<file path="config.mk">
export PLATFORM = sky130hd
export DESIGN_NAME = led_pattern_engine
export DESIGN_NICKNAME = d
export VERILOG_FILES = /design/src/rtl/led_pkg.sv /design/src/rtl/led_tick_gen.sv /design/src/rtl/led_pattern_engine.sv
export SDC_FILE = /design/constraint.sdc
export NUM_CORES = 1
export LEC_CHECK = 0
export BUFFER_PORTS_ARGS = -buffer_cell sky130_fd_sc_hd__buf_4
export CORE_MARGIN = 2
export CORE_UTILIZATION = 45
export CTS_BUF_LIST = sky130_fd_sc_hd__clkbuf_2
export CTS_CLUSTER_DIAMETER = 100
export CTS_CLUSTER_SIZE = 12
export DETAILED_ROUTE_END_ITERATION = 16
export GPL_TIMING_DRIVEN = 0
export SLEW_MARGIN = 40
export SYNTH_ARGS = -nofsm -noshare
export SYNTH_HDL_FRONTEND = slang
export SYNTH_SLANG_ARGS = --single-unit
</file>
<file path="constraint.sdc">
create_clock -name sys_clk -period 7.4 [get_ports sys_clk]
set_input_delay 1.48 -clock sys_clk [delete_from_list [all_inputs] [get_ports sys_clk]]
set_output_delay 1.48 -clock sys_clk [all_outputs]
set_load 0.1 [all_outputs]
</file>
<file path="src/rtl/led_pkg.sv">
// rtl/led_pkg.sv - pattern modes and PWM width shared by the LED pattern engine
package led_pkg;

  typedef enum logic [1:0] {
    SHIFT_L  = 2'd0,
    SHIFT_R  = 2'd1,
    PINGPONG = 2'd2,
    BLINK    = 2'd3
  } led_mode_t;

  localparam int PWM_W = 8;

endpackage

</file>
<file path="src/rtl/led_tick_gen.sv">
// rtl/led_tick_gen.sv - programmable step divider producing one tick per div_q enabled cycles
module led_tick_gen #(
  parameter int          DIV_W       = 24,
  parameter int unsigned DEFAULT_DIV = 10_000_000
) (
  input  logic             sys_clk,
  input  logic             rst_n,
  input  logic             en,
  input  logic             load,
  input  logic [DIV_W-1:0] div,
  output logic             tick
);

  logic [DIV_W-1:0] div_q;
  logic [DIV_W-1:0] cnt;
  logic [DIV_W-1:0] last;

  // A zero period behaves as one, so the counter never leaves 0 and every cycle ticks.
  assign last = (div_q == '0) ? '0 : div_q - DIV_W'(1);

  // A load restarts the period, so it suppresses any tick falling on the same cycle.
  assign tick = en && !load && (cnt == last);

  always_ff @(posedge sys_clk or negedge rst_n) begin
    if (!rst_n) begin
      div_q <= DIV_W'(DEFAULT_DIV);
      cnt   <= '0;
    end else if (load) begin
      div_q <= div;
      cnt   <= '0;
    end else if (en) begin
      cnt <= (cnt == last) ? '0 : cnt + DIV_W'(1);
    end
  end

endmodule

</file>
<file path="src/rtl/led_pattern_engine.sv">
// rtl/led_pattern_engine.sv - LED pattern generator top; LED_PWM_EN adds a brightness port and PWM output stage
module led_pattern_engine
  import led_pkg::*;
#(
  parameter int          N_LED       = 4,
  parameter int          DIV_W       = 24,
  parameter int unsigned DEFAULT_DIV = 10_000_000
) (
  input  logic             sys_clk,
  input  logic             rst_n,
  input  logic             en,
  input  logic             cfg_valid,
  input  logic [1:0]       mode,
  input  logic [DIV_W-1:0] div,
`ifdef LED_PWM_EN
  input  logic [PWM_W-1:0] bright,
`endif
  output logic [N_LED-1:0] led,
  output logic             led_step
);

  localparam logic [N_LED-1:0] ONE_LO = N_LED'(1);
  localparam logic [N_LED-1:0] ONE_HI = ONE_LO << (N_LED - 1);

  led_mode_t        mode_q;
  logic [N_LED-1:0] pat;
  logic [N_LED-1:0] nxt;
  logic             dir_up;
  logic             nxt_dir;
  logic             tick;

  led_tick_gen #(
    .DIV_W       (DIV_W),
    .DEFAULT_DIV (DEFAULT_DIV)
  ) u_tick (
    .sys_clk (sys_clk),
    .rst_n   (rst_n),
    .en      (en),
    .load    (cfg_valid),
    .div     (div),
    .tick    (tick)
  );

  function automatic logic [N_LED-1:0] start_pat(input led_mode_t m);
    case (m)
      SHIFT_R: start_pat = ONE_HI;
      BLINK:   start_pat = '0;
      default: start_pat = ONE_LO;
    endcase
  endfunction

  // With N_LED=1 both rotates collapse to the identity and ping-pong is held.
  always_comb begin
    nxt     = pat;
    nxt_dir = dir_up;
    case (mode_q)
      SHIFT_L: nxt = (pat << 1) | (pat >> (N_LED - 1));
      SHIFT_R: nxt = (pat >> 1) | (pat << (N_LED - 1));
      PINGPONG: begin
        if (N_LED > 1) begin
          if (dir_up) begin
            if (pat[N_LED-1]) begin
              nxt     = pat >> 1;
              nxt_dir = 1'b0;
            end else begin
              nxt = pat << 1;
            end
          end else begin
            if (pat[0]) begin
              nxt     = pat << 1;
              nxt_dir = 1'b1;
            end else begin
              nxt = pat >> 1;
            end
          end
        end
      end
      BLINK:   nxt = ~pat;
      default: nxt = pat;
    endcase
  end

  always_ff @(posedge sys_clk or negedge rst_n) begin
    if (!rst_n) begin
      mode_q   <= SHIFT_L;
      pat      <= ONE_LO;
      dir_up   <= 1'b1;
      led_step <= 1'b0;
    end else begin
      led_step <= 1'b0;
      if (cfg_valid) begin
        mode_q <= led_mode_t'(mode);
        pat    <= start_pat(led_mode_t'(mode));
        dir_up <= 1'b1;
      end else if (tick) begin
        pat      <= nxt;
        dir_up   <= nxt_dir;
        led_step <= 1'b1;
      end
    end
  end

`ifdef LED_PWM_EN
  logic [PWM_W-1:0] pwm_cnt;

  always_ff @(posedge sys_clk or negedge rst_n) begin
    if (!rst_n) begin
      pwm_cnt <= '0;
      led     <= '0;
    end else begin
      pwm_cnt <= pwm_cnt + PWM_W'(1);
      led     <= pat & {N_LED{pwm_cnt < bright}};
    end
  end
`else
  assign led = pat;
`endif

endmodule

</file>
==> flow_metrics.tcl <==
set metrics [dict create \
    drv_cap 0 \
    end_kind "flop" \
    slew_headroom_pct 51.52 \
    ctsHtreeMaxLevel 2 \
    fill_cells 926 \
    diodes 0 \
    cts-resized-gates 0 \
    grt_pass1_vias 3805 \
    cp-start-kind "flop" \
    wl_met3_um 547 \
    core_um2 9240 \
    rsz0062_at_grt "false" \
    start_util_pct 46.39 \
    synth_edf_count 0 \
    clk_latency_ps 480 \
    routed_wl_mm 12.43 \
    ios 35 \
    grt_usage_pct 25.27 \
    nNetsFinal 585 \
    ys_seq_area_share_pct 32.98 \
    cts_setup_buffers 0 \
    rows 35 \
    die_y_um 101.6 \
    combPwrFrac_pct 23.4 \
    power_leakage_nw 1.884 \
    synth-main-ff-cell "dfrtp_1" \
    internal_power_mw 0.4509 \
    cts_hold_repair.buffers 0 \
    yosys_register_bits 56 \
    clkPwrFrac_pct 24.8 \
    worst-setup-path-type "flop to flop" \
    setup_tns_ps 0 \
    grt_max_degree 57 \
    fmax_mhz 234.7 \
    finalSetupViolations 0 \
    grt_overflow 0 \
    wl_met1_mm 6.118 \
    whs_ps 584.9 \
    clk_pin_slew_ps 310 \
    avgSynthCellArea_um2 8.356 \
    ys_types 74 \
    drc 0 \
    cp.arrival_ps 4660 \
    worstPathRequired_ps 7800 \
    fin_crit_ps 4260 \
    reg2reg_slack_ps 3140 \
    grt_pass1_wl_mm 20.28 \
    post-route-period-util_pct 57.57 \
    reg2regPathDepth 13 \
    critPathCapture "u_tick.cnt[22]$_DFFE_PN0P_" \
    drt_iter0_drc 295 \
    timing.rr.start "u_tick.div_q[0]$_DFFE_PN0P_" \
    critPathLaunch "u_tick.div_q[0]$_DFFE_PN0P_" \
    dr.pass1.iters 5 \
    cts_tree "built" \
    post_drt_wl_per_cell_um 18.20 \
    clockBufferDepth 2 \
    area_delta_synth_final_pct 11.65 \
    swShare_pct 33.37 \
    p_sw_mw 0.2258 \
    cts_buffers 5 \
    hold_path.class "flop to flop" \
    drv_slew 0 \
    hold_viol 0 \
    pwr-share-seq_pct 51.8 \
    min-delay-start "u_tick.div_q[20]$_DFFE_PN1P_" \
    die-area_um2 10320 \
    antenna_found_initial 0 \
    path_max_fanout 10 \
    yosys_warnings 0 \
    status "completed" \
    tightest_slew_ps 721.6 \
    synth_async_sr_flop_share_pct 100.0 \
    top_layer "met4" \
    gp_congestion 0.9292 \
    die_w_um 101.6 \
    drive_above_1_share_pct 18.05 \
    vdd_drop_max_v 0.00007472 \
    final_common_cell "nand2_1" \
    ant_nets 0 \
    syn-instance-count 513 \
    hpwl_mm 9.650 \
    p_per_area_nw_per_um2 141.4 \
    final_cell_mix "nand2_1 (48), dfrtp_1 (46), nor2_1 (36)" \
    synth_nets 545 \
    synth_area_um2 4287 \
    skew_ps 12.64 \
    viasPerCell 5.987 \
    dr_wl_met2_mm 5.575 \
    portBuffers 33 \
    rr_endpoint "u_tick.cnt[22]$_DFFE_PN0P_" \
    vias 4089 \
    cts_root_buffer "clkbuf_2" \
    cts_sinks 56 \
]
-- power groups by stage --
stage	combinational, mW	clock (mW)	sequential [mW]
floorplan	0.101	0	0.354
global placement	0.154	0	0.353
detailed placement	0.157	0	0.354
CTS	0.157	0.175	0.349
global route	0.174	0.186	0.354
finish	0.158	0.168	0.350
-- cell type report --
class / instances / area (um^2) / share of cell area [%]
well taps: 129 / 161.4 / 3.373
inverters: 19 / 71.32 / 1.490
repair buffers: 33 / 247.7 / 5.176
plain buffers: 38 / 171.4 / 3.582
flip-flops and latches: 56 / 1414 / 29.54
clock inverters: 3 / 46.29 / 0.9673
clock buffers: 5 / 25.02 / 0.5229
multi-input cells: 400 / 2649 / 55.35
-- worst min path at each step --
stage                                        end  slack (ps)  depth (start not counted)
CTS                 u_tick.div_q[10]$_DFFE_PN1P_         580                          2
floorplan           u_tick.div_q[20]$_DFFE_PN1P_         500                          2
global placement    u_tick.div_q[10]$_DFFE_PN1P_         530                          2
global route        u_tick.div_q[20]$_DFFE_PN1P_         600                          2
finish              u_tick.div_q[20]$_DFFE_PN1P_         580                          2
detailed placement  u_tick.div_q[10]$_DFFE_PN1P_         550                          2
-- per-layer routing --
layer	track usage (%)	up-vias
met4	6.757	0
met1	37.24	1967
met3	4.210	16
li1	-	1992
met2	38.26	114
met5	0	-
-- cells by family (layout without fill, tap and decap cells) --
| logic type | count (synthesis) | in the layout | share of synthesized area [%] |
|---|---|---|---|
| AND/OR/NAND/NOR | 230 | 230 | 29.68 |
| AO/OA/AOI/OAI | 120 | 120 | 19.59 |
| buffers and inverters | 57 | 98 | 5.663 |
| flip-flops | 56 | 56 | 32.98 |
| multiplexers | 28 | 28 | 7.093 |
| XOR/XNOR | 20 | 20 | 4.407 |
| adder cells (fa/ha/maj) | 2 | 2 | 0.5837 |
-- Yosys cell counts, types with 4 or more instances --
cell | count | area, um^2
a21o_1 | 4 | 30.03
a21oi_1 | 17 | 85.08
a221o_1 | 6 | 60.06
a22o_1 | 5 | 43.79
a31oi_1 | 5 | 31.28
and3_1 | 12 | 75.07
and4_1 | 4 | 35.03
buf_2 | 4 | 20.02
clkbuf_1 | 27 | 101.4
dfrtp_1 | 46 | 1151
dfstp_2 | 10 | 262.8
inv_1 | 19 | 71.32
mux2_2 | 19 | 214.0
mux2i_1 | 9 | 90.09
nand2_1 | 48 | 180.2
nand2b_1 | 7 | 43.79
nand3_1 | 33 | 165.2
nand4_1 | 12 | 75.07
nor2_1 | 36 | 135.1
nor2b_1 | 6 | 37.54
nor3_1 | 16 | 80.08
nor4_1 | 12 | 75.07
o21a_1 | 5 | 37.54
o21ai_0 | 34 | 170.2
o31ai_1 | 4 | 30.03
or2_2 | 4 | 25.02
or3_1 | 11 | 68.82
or4_1 | 11 | 82.58
xnor2_1 | 15 | 131.4
xor2_1 | 4 | 35.03
-- critical path, stage by stage (launching register included) --
cell     delay, ps
dfrtp_1        470
inv_1          160
ha_1           310
nor4b_2        500
nand4_1        340
buf_2          280
o31a_1         300
o21ai_0        320
nand4_1        230
nor4b_2        390
a41oi_2        220
buf_4          240
and3_1         170
a221o_1        260
-- sequential cells by signal, indices dropped and copies added (netlist names) --
register / cells
led_step: 1
u_tick.cnt: 24
mode_q: 2
dir_up: 1
led: 4
u_tick.div_q: 24
-- metrics by stage --
stage	utilization [%]	power [mW]	cell area [um^2]	setup WS, ps	cells
after floorplan	-	0.4552	4287	3882	513
after global placement	50.82	0.5073	4696	2955	675
after detailed placement	50.82	0.5105	4696	2926	675
after CTS	51.59	0.6811	4767	2882	683
after global routing	51.79	0.7152	4786	2861	683
final	51.79	0.6767	4786	3140	683
No activity file was read; power rests on OpenSTA's default activity.
